$ cat config.mk
export PLATFORM = sky130hd
export DESIGN_NAME = adc_scan_sequencer
export DESIGN_NICKNAME = d
export VERILOG_FILES = /design/src/rtl/adc_scan_sequencer.sv
export SDC_FILE = /design/constraint.sdc
export NUM_CORES = 1
export LEC_CHECK = 0
export ABC_AREA = 0
export BUFFER_PORTS_ARGS = -buffer_cell sky130_fd_sc_hd__buf_4
export CAP_MARGIN = 10
export CORE_MARGIN = 1.5
export CORE_UTILIZATION = 50
export DETAILED_ROUTE_END_ITERATION = 10
export GPL_TIMING_DRIVEN = 1
export PLACE_DENSITY_LB_ADDON = 0.2
export RECOVER_POWER = 100
export SLEW_MARGIN = 20
export SYNTH_ARGS = -nofsm -noshare
export SYNTH_HDL_FRONTEND = slang
export SYNTH_SLANG_ARGS = --single-unit
$ cat constraint.sdc
create_clock -name PCLK -period 6.52 [get_ports PCLK]
set_input_delay 1.304 -clock PCLK [delete_from_list [all_inputs] [get_ports PCLK]]
set_output_delay 1.304 -clock PCLK [all_outputs]
set_load 0.05 [all_outputs]
$ cat src/rtl/adc_scan_sequencer.sv
// Multi-channel ADC scan engine: steps the analog mux over enabled channels,
// triggers conversions and queues {channel, sample} results in a FWFT FIFO.
module adc_scan_sequencer #(
  parameter int NUM_CH         = 8,
  parameter int ADC_BITS       = 12,
  parameter int FIFO_DEPTH     = 16,
  parameter int SETTLE_CYCLES  = 4,
  parameter int TIMEOUT_CYCLES = 255,
  localparam int CH_W = $clog2(NUM_CH),
  localparam int LW   = $clog2(FIFO_DEPTH) + 1
) (
  input  logic                 PCLK,
  input  logic                 PRESETn,
  input  logic                 scan_start,
  input  logic                 scan_stop,
  input  logic [NUM_CH-1:0]    chan_mask,
  input  logic                 continuous,
  output logic [CH_W-1:0]      amux_sel,
  output logic                 adc_trigger,
  input  logic                 adc_done,
  input  logic [ADC_BITS-1:0]  adc_data,
  input  logic                 fifo_rd,
  output logic [CH_W+ADC_BITS-1:0] fifo_rdata,
  output logic                 fifo_empty,
  output logic                 fifo_full,
  output logic [LW-1:0]        fifo_level,
  output logic                 busy,
  output logic                 overflow,
  output logic                 timeout,
  input  logic                 err_clr
);

  localparam int AW = LW - 1;
  localparam int DW = CH_W + ADC_BITS;
  localparam int SW = $clog2(SETTLE_CYCLES + 1);
  localparam int TW = $clog2(TIMEOUT_CYCLES + 1);

  typedef enum logic [2:0] {
    IDLE, SETTLE, START, WAIT, STORE
  } state_t;

  state_t              state;
  logic [NUM_CH-1:0]   mask_q;
  logic [SW-1:0]       cnt;
  logic [TW-1:0]       timer;
  logic [ADC_BITS-1:0] sample;

  logic            low_ok, nxt_ok;
  logic [CH_W-1:0] low_ch, nxt_ch;
  logic            adv, adv_ok, adv_wrap;
  logic [CH_W-1:0] adv_ch;
  logic            wait_to;

  // lowest bit of the live mask, next bit above amux_sel in the latched mask
  always_comb begin
    low_ok = 1'b0;
    low_ch = '0;
    nxt_ok = 1'b0;
    nxt_ch = '0;
    for (int i = NUM_CH - 1; i >= 0; i--) begin
      if (chan_mask[i]) begin
        low_ok = 1'b1;
        low_ch = CH_W'(i);
      end
    end
    for (int i = NUM_CH - 1; i >= 0; i--) begin
      if (mask_q[i] && (i > int'(amux_sel))) begin
        nxt_ok = 1'b1;
        nxt_ch = CH_W'(i);
      end
    end
  end

  assign wait_to  = (state == WAIT) && !adc_done &&
                    (timer == TW'(TIMEOUT_CYCLES - 1));
  assign adv      = (state == STORE) || wait_to;
  assign adv_wrap = !nxt_ok;
  assign adv_ok   = nxt_ok || (continuous && low_ok);
  assign adv_ch   = nxt_ok ? nxt_ch : low_ch;
  assign busy     = (state != IDLE);

  always_ff @(posedge PCLK or negedge PRESETn) begin
    if (!PRESETn) begin
      state       <= IDLE;
      mask_q      <= '0;
      cnt         <= '0;
      timer       <= '0;
      sample      <= '0;
      amux_sel    <= '0;
      adc_trigger <= 1'b0;
    end else if (scan_stop) begin
      state       <= IDLE;
      adc_trigger <= 1'b0;
    end else if (adv) begin
      adc_trigger <= 1'b0;
      if (adv_wrap) mask_q <= chan_mask;
      if (adv_ok) begin
        state    <= SETTLE;
        amux_sel <= adv_ch;
        cnt      <= '0;
      end else begin
        state <= IDLE;
      end
    end else begin
      unique case (state)
        IDLE: begin
          if (scan_start && low_ok) begin
            mask_q   <= chan_mask;
            amux_sel <= low_ch;
            cnt      <= '0;
            state    <= SETTLE;
          end
        end
        SETTLE: begin
          if (cnt == SW'(SETTLE_CYCLES - 1)) state <= START;
          else cnt <= cnt + SW'(1);
        end
        START: begin
          adc_trigger <= 1'b1;
          timer       <= '0;
          state       <= WAIT;
        end
        WAIT: begin
          adc_trigger <= 1'b0;
          if (adc_done) begin
            sample <= adc_data;
            state  <= STORE;
          end else begin
            timer <= timer + TW'(1);
          end
        end
        default: state <= IDLE;
      endcase
    end
  end

  logic [DW-1:0] mem [FIFO_DEPTH];
  logic [AW-1:0] wptr, rptr;
  logic          push, pop, wr_en, ovf_set, to_set;
  logic [LW-1:0] level_n;

  assign push    = (state == STORE) && !scan_stop;
  assign pop     = fifo_rd && !fifo_empty;
  assign wr_en   = push && (!fifo_full || pop);
  assign ovf_set = push && fifo_full && !pop;
  assign to_set  = wait_to && !scan_stop;

  always_comb begin
    level_n = fifo_level;
    if (wr_en && !pop) level_n = fifo_level + LW'(1);
    else if (!wr_en && pop) level_n = fifo_level - LW'(1);
  end

  always_ff @(posedge PCLK) begin
    if (wr_en) mem[wptr] <= {amux_sel, sample};
  end

  always_ff @(posedge PCLK or negedge PRESETn) begin
    if (!PRESETn) begin
      wptr       <= '0;
      rptr       <= '0;
      fifo_level <= '0;
      fifo_empty <= 1'b1;
      fifo_full  <= 1'b0;
      overflow   <= 1'b0;
      timeout    <= 1'b0;
    end else begin
      if (wr_en) wptr <= wptr + AW'(1);
      if (pop)   rptr <= rptr + AW'(1);
      fifo_level <= level_n;
      fifo_empty <= (level_n == '0);
      fifo_full  <= (level_n == LW'(FIFO_DEPTH));
      overflow   <= (overflow && !err_clr) || ovf_set;
      timeout    <= (timeout && !err_clr) || to_set;
    end
  end

  assign fifo_rdata = fifo_empty ? '0 : mem[rptr];

endmodule

# --- Word level (Yosys, flattened, before mapping) ---
# Memory sizes are Yosys's and may differ from the RTL's.
# Cells that the tools add are included.
classes:
  n_mux: 61
  n_bitwise: 2
  magnitude_cmp: 7
  addsub: 6
  reduce_logical: 47
  n_eq_ne: 15
ops:
  columns: ["op", "n"]
  rows:
  - ["two-way mux 3 bit", 29]
  - ["two-way mux 8 bit", 5]
  - ["logical AND 1 bit", 21]
  - ["two-way mux 1 bit", 20]
  - ["one-hot mux 8 bit (2 select lines)", 1]
  - ["AND reduction 4 bit", 4]
  - ["two-way mux 15 bit", 1]
  - ["> comparator 3 bit, first input constant", 4]
  - ["inequality test 4 bit, second input constant", 3]
  - ["one-hot mux 3 bit (4 select lines)", 1]
  - ["two-way mux 5 bit", 2]
  - ["equality test 3 x 2 -> 1 bit, second input constant", 3]
  - ["adder 4 x 1 -> 4 bit, second input constant", 2]
  - ["adder 8 x 1 -> 8 bit, second input constant", 1]
  - ["equality test 8 bit, second input constant", 1]
  - ["logical NOT 1 bit", 7]
  - ["> comparator 2 x 3 -> 1 bit, first input constant", 2]
  - ["inequality test 3 bit, second input constant", 2]
  - ["one-hot mux 3 bit (2 select lines)", 1]
  - ["nonzero test 2 bit", 3]
  - ["nonzero test 3 bit", 2]
  - ["adder 5 x 1 -> 5 bit, second input constant", 1]
  - ["equality test 5 bit, second input constant", 1]
  - ["logical NOT 5 bit", 1]
  - ["14 further kinds", 20]
totals:
  inputBits: 28
  memories: 1
  ff_bits: 55
  ramBits: 240
mem_list:
  columns: ["memory", "depth", "word_bits", "read_ports", "rd_clocked_by_memory_dff", "write_ports", "line", "text"]
  rows:
  - ["mem", 16, 15, 1, 0, 1, "137", "logic [DW-1:0] mem [FIFO_DEPTH];"]

# --- Depth between registers and ports, before layout ---
# Gate-level depths: netlist of run 1.
logic_depth:
  ltp_word: 13
  depth_mapped: 9

# --- Least setup slack after synthesis of run 1 ---
# Ideal clock, no wire load.
synth_timing:
  kind: "in2reg"
  start: "in scan_stop"
  end: "mem mem[3][0] (netlist name) (enable)"
  t_required_ns: 6.114
  path_stages: 4
  arrival_ns: 3.520
  n_path_buf: 0
  slack_ns: 2.594
  path_cell_list: "or4b_4 a21oi_1 nand2_1 nor3_1"
synth_via:
  elab_chain_cells: 5
synth_lines:
  columns: ["item", "line", "text"]
  rows:
  - ["from (decl)", "15", "input logic scan_stop,"]
  - ["logical NOT 1 bit", "142", "assign push = (state == STORE) && !scan_stop;"]
  - ["logical AND 1 bit", "142", null]
  - ["logical AND 1 bit", "144", "assign wr_en = push && (!fifo_full || pop);"]
  - ["two-way mux 1 bit", "155", "if (wr_en) mem[wptr] <= {amux_sel, sample};"]
  - ["two-way mux 1 bit (not written as such)", "155", null]
  - ["to (decl)", "137", null]
# Every way passes these cells.

# --- Final worst setup path of run 1 ---
layout_timing:
  start: "reg rptr[1]"
  end: "out fifo_rdata[1]"
layout_via:
  elab_chain_cells: 2
layout_lines:
  columns: ["item", "line", "text"]
  rows:
  - ["from (decl)", "138", "logic [AW-1:0] wptr, rptr;"]
  - ["from (signal assigned)", "169", "if (pop) rptr <= rptr + AW'(1);"]
  - ["memory (16 x 15 bit)", null, null]
  - ["two-way mux 15 bit", "178", "assign fifo_rdata = fifo_empty ? '0 : mem[rptr];"]
  - ["to (decl)", "23", "output logic [CH_W+ADC_BITS-1:0] fifo_rdata,"]
# Every way passes these cells.

==> results of run 1 <==
-- worst paths after layout --
path	from	to	slack [ns]	cells after the start
worst max-delay path	rptr[1]$_DFFE_PN0P_	fifo_rdata[1]	0.94	5
worst min-delay path	timer[7]$_DFFE_PN0P_	timer[7]$_DFFE_PN0P_	0.50	1
worst max register to register	state[1]$_DFFE_PN0P_	mem[2][10]$_DFFE_PP_	2.73	5
worst min register to register	timer[7]$_DFFE_PN0P_	timer[7]$_DFFE_PN0P_	0.50	1
max in group asynchronous	PRESETn	rptr[0]$_DFFE_PN0P_	2.45	1
min in group asynchronous	PRESETn	timer[2]$_DFFE_PN0P_	1.82	1
-- cell usage after synthesis, types with 11 or more instances --
master      n
a21oi_1    12
nor2b_1    17
edfxtp_1  240
clkbuf_1   17
o21ai_0    18
nand2_1    65
ha_1       11
inv_1      18
mux4_2     75
mux2_1     11
nor2_1     36
dfrtp_1    53
-- state kept, by name (all words and copies together) (netlist names) --
name         count
amux_sel         3
mask_q           7
fifo_level       5
timeout          1
adc_trigger      1
fifo_full        1
overflow         1
rptr             4
cnt              3
fifo_empty       1
mem            240
state            3
timer            8
wptr             4
sample          12
-- report_power, final --
group	switching [mW]	total (mW)	internal, mW
Combinational	0.816	1.49	0.672
Clock	0.678	1.67	0.988
Sequential	0.273	2.36	2.09
-- critical path, stage by stage, from the launching register on --
cell and delay (ns):
dfrtp_1 1.51, clkbuf_2 0.81, mux4_2 0.42, mux4_2 0.49
nor2b_1 0.14, clkbuf_1 0.34
-- cells in the final DEF (no fill, tap or decap), types with 9 or more instances in the layout --
cell / netlist / layout
dfrtp_1: 53 / 52
a21oi_1: 12 / 12
o21ai_0: 18 / 18
edfxtp_1: 240 / 240
nand2_1: 65 / 65
clkbuf_16: 0 / 30
inv_1: 18 / 18
ha_1: 11 / 11
nor2_1: 36 / 36
nand2b_1: 10 / 10
nor2b_1: 17 / 17
xnor2_1: 9 / 9
mux2_1: 11 / 11
clkbuf_1: 17 / 56
mux4_2: 75 / 75
nor3_1: 8 / 9
buf_4: 0 / 27
-- per-layer routing --
layer | share of wire (%) | global-route usage [%] | up-vias
li1 | - | - | 2818
met1 | 43 | 28.48 | 3355
met2 | 51 | 35.43 | 170
met3 | 4.5 | 2.967 | 38
met4 | 1.9 | 6.097 | 0
met5 | 0 | 0 | -
-- cell families (layout without fill, tap and decap cells) --
group	count (synthesis)	after routing	share of synthesized area, %
multiplexers	92	92	15.54
adder cells (fa/ha/maj)	11	11	1.141
XOR/XNOR	10	10	0.7885
AO/OA/AOI/OAI	59	59	3.278
AND/OR/NAND/NOR	164	164	6.670
buffers and inverters	49	149	1.618
flip-flops	294	294	70.96
-- layout make-up --
cell class	instances	share of cell area [%]
sequential	294	62.64
inverter	18	0.4942
tap	319	2.920
clock inverter	15	1.199
clock buffer	40	5.913
multi-input combinational	336	24.00
timing repair buffer	76	2.837
==> metrics, run 1 <==
filler instances 1801; Total Nets Final 795; Synth Instances 679; Critical Path RT 5.22 ns; top cell type by total area after synthesis edfxtp_1; Min Hold Slack 0.5025 ns; Hold Violations, Final 0; io pins 57; maximum number of pins on one net before global-route repair 55; TritonCTS buffer count 30; max cap viols 4; top-area cell type share of the netlist area 59.75%; Synth Register Bits 294; gr usage total 20.91%; initial antenna violation count 0; Max Transition Viols Final 124; clk_lat worst skew 0.56 ns; crit path capture type output port; final setup skew 0.01750 ns; Seq/Total Area, Yosys 70.96%; failing checks capacitance limit, slew limit; largest cells by area after synthesis edfxtp_1 (60%), mux4_2 (14%), dfrtp_1 (11%), nand2_1 (2.0%), ha_1 (1.1%); Core Rows 56; PortBufs 56; DR WL/cell 22.80 um; area occupied by multi-input gates 0.003281 mm^2; hold_buf cts 0; fmax 179.3 MHz; first-pass GRT wire length 38180 um; PnR worst setup slack 0.9439 ns; synthesized cell area 0.01206 mm^2; total number of H-tree levels 1; Slew @ Worst Pin 3.200 ns; die area 0.02506 mm^2; post-route cell area 0.01367 mm^2; Crit Path Category register to output port; Detailed Place HPWL 15120 um; Max Buffers Root-to-Sink 3; DP Area 0.01293 mm^2; data arrival time of the worst path 4.27 ns; initial drt markers 505; vias in the first global route 6552; Post-CTS Resized 0; Power, Total 5.517 mW; post-synth net total 718; Rel. slew slack -113.3%; final core occ 58.07%; Critical Path Start Type register; root buf cell clkbuf_16; die height 158.3 um; routed vias/inst 5.811; number of standard cells in the layout, taps in and fillers out 1098; Hold Crit Class register to register; Max FO, Critical Path 36; ys flop type edfxtp_1; Synth async-reset ratio 18.37%; Routed Wire Length 25030 um; Syn-to-layout area delta 13.34%; CTS tree done; layout cells sized above 1 19.77%; pre-CTS setup slack 2.209 ns; Reg clk slew, reported paths 0.06 ns; Vias 6381; setup bufs post-CTS 0; Netlist cell types 54; status complete, but fails checks; P_leak 4.764 nW; Placed Cells 1043; setup TNS 0 ns; Die W 158.3 um; Core Area 0.02354 mm^2; unrepaired setup endpoints after global routing false; number of flops mapped to enable cells by yosys 240; First-pass DRT Iterations 5; Storage cell area 0.008563 mm^2; gp weighted congestion 0.8175; number of routed nets with antenna violations 0; Post-route DRC 0; Final Setup Violations 0; Period Utilization, post-route 85.52%; Max VDD drop 290.9 uV; ANT cells 0; Starting Density 51.23%; CTS sink cnt 294; Mapped Avg Cell Area 17.76 um^2; pwr dens 403.6 mW/mm^2; min Tclk post-route 5.576 ns; GRT overflow 0; Syn. warnings 0
No activity file was read; power rests on OpenSTA's default activity.
==> run 2, diff against run 1 <==
--- a/config.mk
+++ b/config.mk
@@ -12,6 +12,7 @@
 export CORE_UTILIZATION = 50
 export DETAILED_ROUTE_END_ITERATION = 10
 export GPL_TIMING_DRIVEN = 1
+export MAX_ROUTING_LAYER = met4
 export PLACE_DENSITY_LB_ADDON = 0.2
 export RECOVER_POWER = 100
 export SLEW_MARGIN = 20
==> metrics, run 2 (same netlist as run 1, synthesis figures left out) <==
Hold Crit Class register to register; Slowest cell on crit path dfrtp_1; Period Utilization, post-route 85.11% (-0.41 points); initial drt markers 492 (-2.6%); Final Setup Violations 0 (unchanged); io pins 57 (unchanged); Routed Wire Length 25000 um (-0.15%); Detailed Place HPWL 15120 um (unchanged); largest reg by FF count mem; PnR worst setup slack 0.9709 ns (+0.02696 ns); ANT cells 0 (unchanged); min Tclk post-route 5.549 ns (-0.02696 ns); final setup skew 0.01841 ns (+0.0009061 ns); maximum number of pins on one net before global-route repair 55 (unchanged); P_leak 4.764 nW (unchanged); initial antenna violation count 0 (unchanged); TritonCTS buffer count 30 (unchanged); hold_buf cts 0 (unchanged); layout cells sized above 1 19.77% (unchanged); filler instances 1801 (unchanged); Max VDD drop 291.0 uV (about the same); total number of H-tree levels 1 (unchanged); Syn-to-layout area delta 13.34% (unchanged); number of standard cells in the layout, taps in and fillers out 1098 (unchanged); Hold Violations, Final 0 (unchanged); Post-route DRC 0 (unchanged); Crit Path Category register to output port; Max Buffers Root-to-Sink 3 (unchanged); Largest stage delay, worst path 1.49 ns (-0.02 ns); Post-CTS Resized 0 (unchanged); setup bufs post-CTS 0 (unchanged); Rel. slew slack -114.4% (-1.1 points); die area 0.02506 mm^2 (unchanged); unrepaired setup endpoints after global routing false; failing checks capacitance limit, slew limit; GRT overflow 0 (unchanged); pre-CTS setup slack 2.209 ns (unchanged); root buf cell clkbuf_16; Reg clk slew, reported paths 0.06 ns (about the same); top flop regs mem x240, sample x12, timer x8; clk_lat worst skew 0.56 ns (about the same); Max Transition Viols Final 124 (unchanged); PortBufs 56 (unchanged); pwr dens 403.4 mW/mm^2 (about the same); Die W 158.3 um (unchanged); first-pass GRT wire length 38220 um (about the same); crit path cell chain clkbuf_2 -> mux4_2 -> mux4_2 -> nor2b_1 -> clkbuf_1; CTS tree done; setup TNS 0 ns (unchanged); Total Nets Final 795 (unchanged); routed vias/inst 5.778 (-0.58%); max cap viols 4 (unchanged); max reg flops 240 (unchanged); commonest non-fill, non-tap cell in the layout edfxtp_1; DR WL/cell 22.76 um (-0.15%); gr usage total 21.56% (+0.65 points); CTS sink cnt 294 (unchanged); status complete, but fails checks; Core Area 0.02354 mm^2 (unchanged); commonest non-fill, non-tap cells in the layout edfxtp_1 (240), mux4_2 (75), nand2_1 (65); Max FO, Critical Path 36 (unchanged); Slew @ Worst Pin 3.216 ns (+0.01590 ns); Vias 6344 (-0.58%); CP most frequent cell mux4_2; Critical Path RT 5.22 ns (about the same); fmax 180.2 MHz (+0.49%); First-pass DRT Iterations 5 (unchanged); vias in the first global route 6543 (-0.14%); crit path capture type output port; data arrival time of the worst path 4.25 ns (-0.02 ns); number of routed nets with antenna violations 0 (unchanged); Critical Path Start Type register; Starting Density 51.23% (unchanged); gp weighted congestion 0.8297 (+1.5%); die height 158.3 um (unchanged); Placed Cells 1043 (unchanged); Core Rows 56 (unchanged)
[run 2: power breakdown]
group	leakage, nW	internal [mW]	switching [mW]
registers	2.89	2.09	0.272
logic	1.40	0.672	0.815
clock network	0.475	0.988	0.678
total	4.76	3.75	1.76
[run 2: layer usage]
metal / track usage, % / routed length, um / vias to the layer above
li1: - / - / 2813
met1: 28.65 / 10550 / 3306
met2: 35.31 / 12610 / 187
met3: 2.967 / 1347 / 38
met4: 6.097 / 488 / 0
met5: - / 0 / -
[run 2: area by class of cell]
type | instances | area, um^2 | share of cell area [%]
Inverter | 18 | 67.56 | 0.4942
Tap cell | 319 | 399.1 | 2.920
Multi-Input combinational cell | 336 | 3281 | 24.00
Clock inverter | 15 | 163.9 | 1.199
Sequential cell | 294 | 8563 | 62.64
Clock buffer | 40 | 808.3 | 5.913
Timing Repair Buffer | 76 | 387.9 | 2.837
[run 2: per-stage QoR]
stage	hold WS, ns	instance area (um^2)	util [%]	power, mW
5_1_grt	0.5416	13670	58.07	5.745
6_report	0.5021	13670	58.07	5.515
2_1_floorplan	0.4507	12060	-	3.559
3_5_place_dp	0.4892	12930	54.92	4.011
4_1_cts	0.5002	13900	59.05	5.677
3_3_place_gp	0.4744	12930	54.92	3.986
[run 2: path summary, 6_finish.rpt]
path | startpoint | endpoint | slack [ns] | cells past startpoint
worst max-delay path | rptr[1]$_DFFE_PN0P_ | fifo_rdata[7] | 0.97 | 5
worst min-delay path | timer[7]$_DFFE_PN0P_ | timer[7]$_DFFE_PN0P_ | 0.50 | 1
worst max register to register | state[1]$_DFFE_PN0P_ | mem[0][8]$_DFFE_PP_ | 2.72 | 5
worst min register to register | timer[7]$_DFFE_PN0P_ | timer[7]$_DFFE_PN0P_ | 0.50 | 1
max in group asynchronous | PRESETn | rptr[0]$_DFFE_PN0P_ | 2.43 | 1
min in group asynchronous | PRESETn | timer[2]$_DFFE_PN0P_ | 1.83 | 1
[run 2: worst max-delay path, delay by kind of cell, from the launching register on]
family	cells	cell delay, ns
buffers and inverters	2	1.15
multiplexers	2	0.90
flip-flops	1	1.49
AND/OR/NAND/NOR	1	0.15
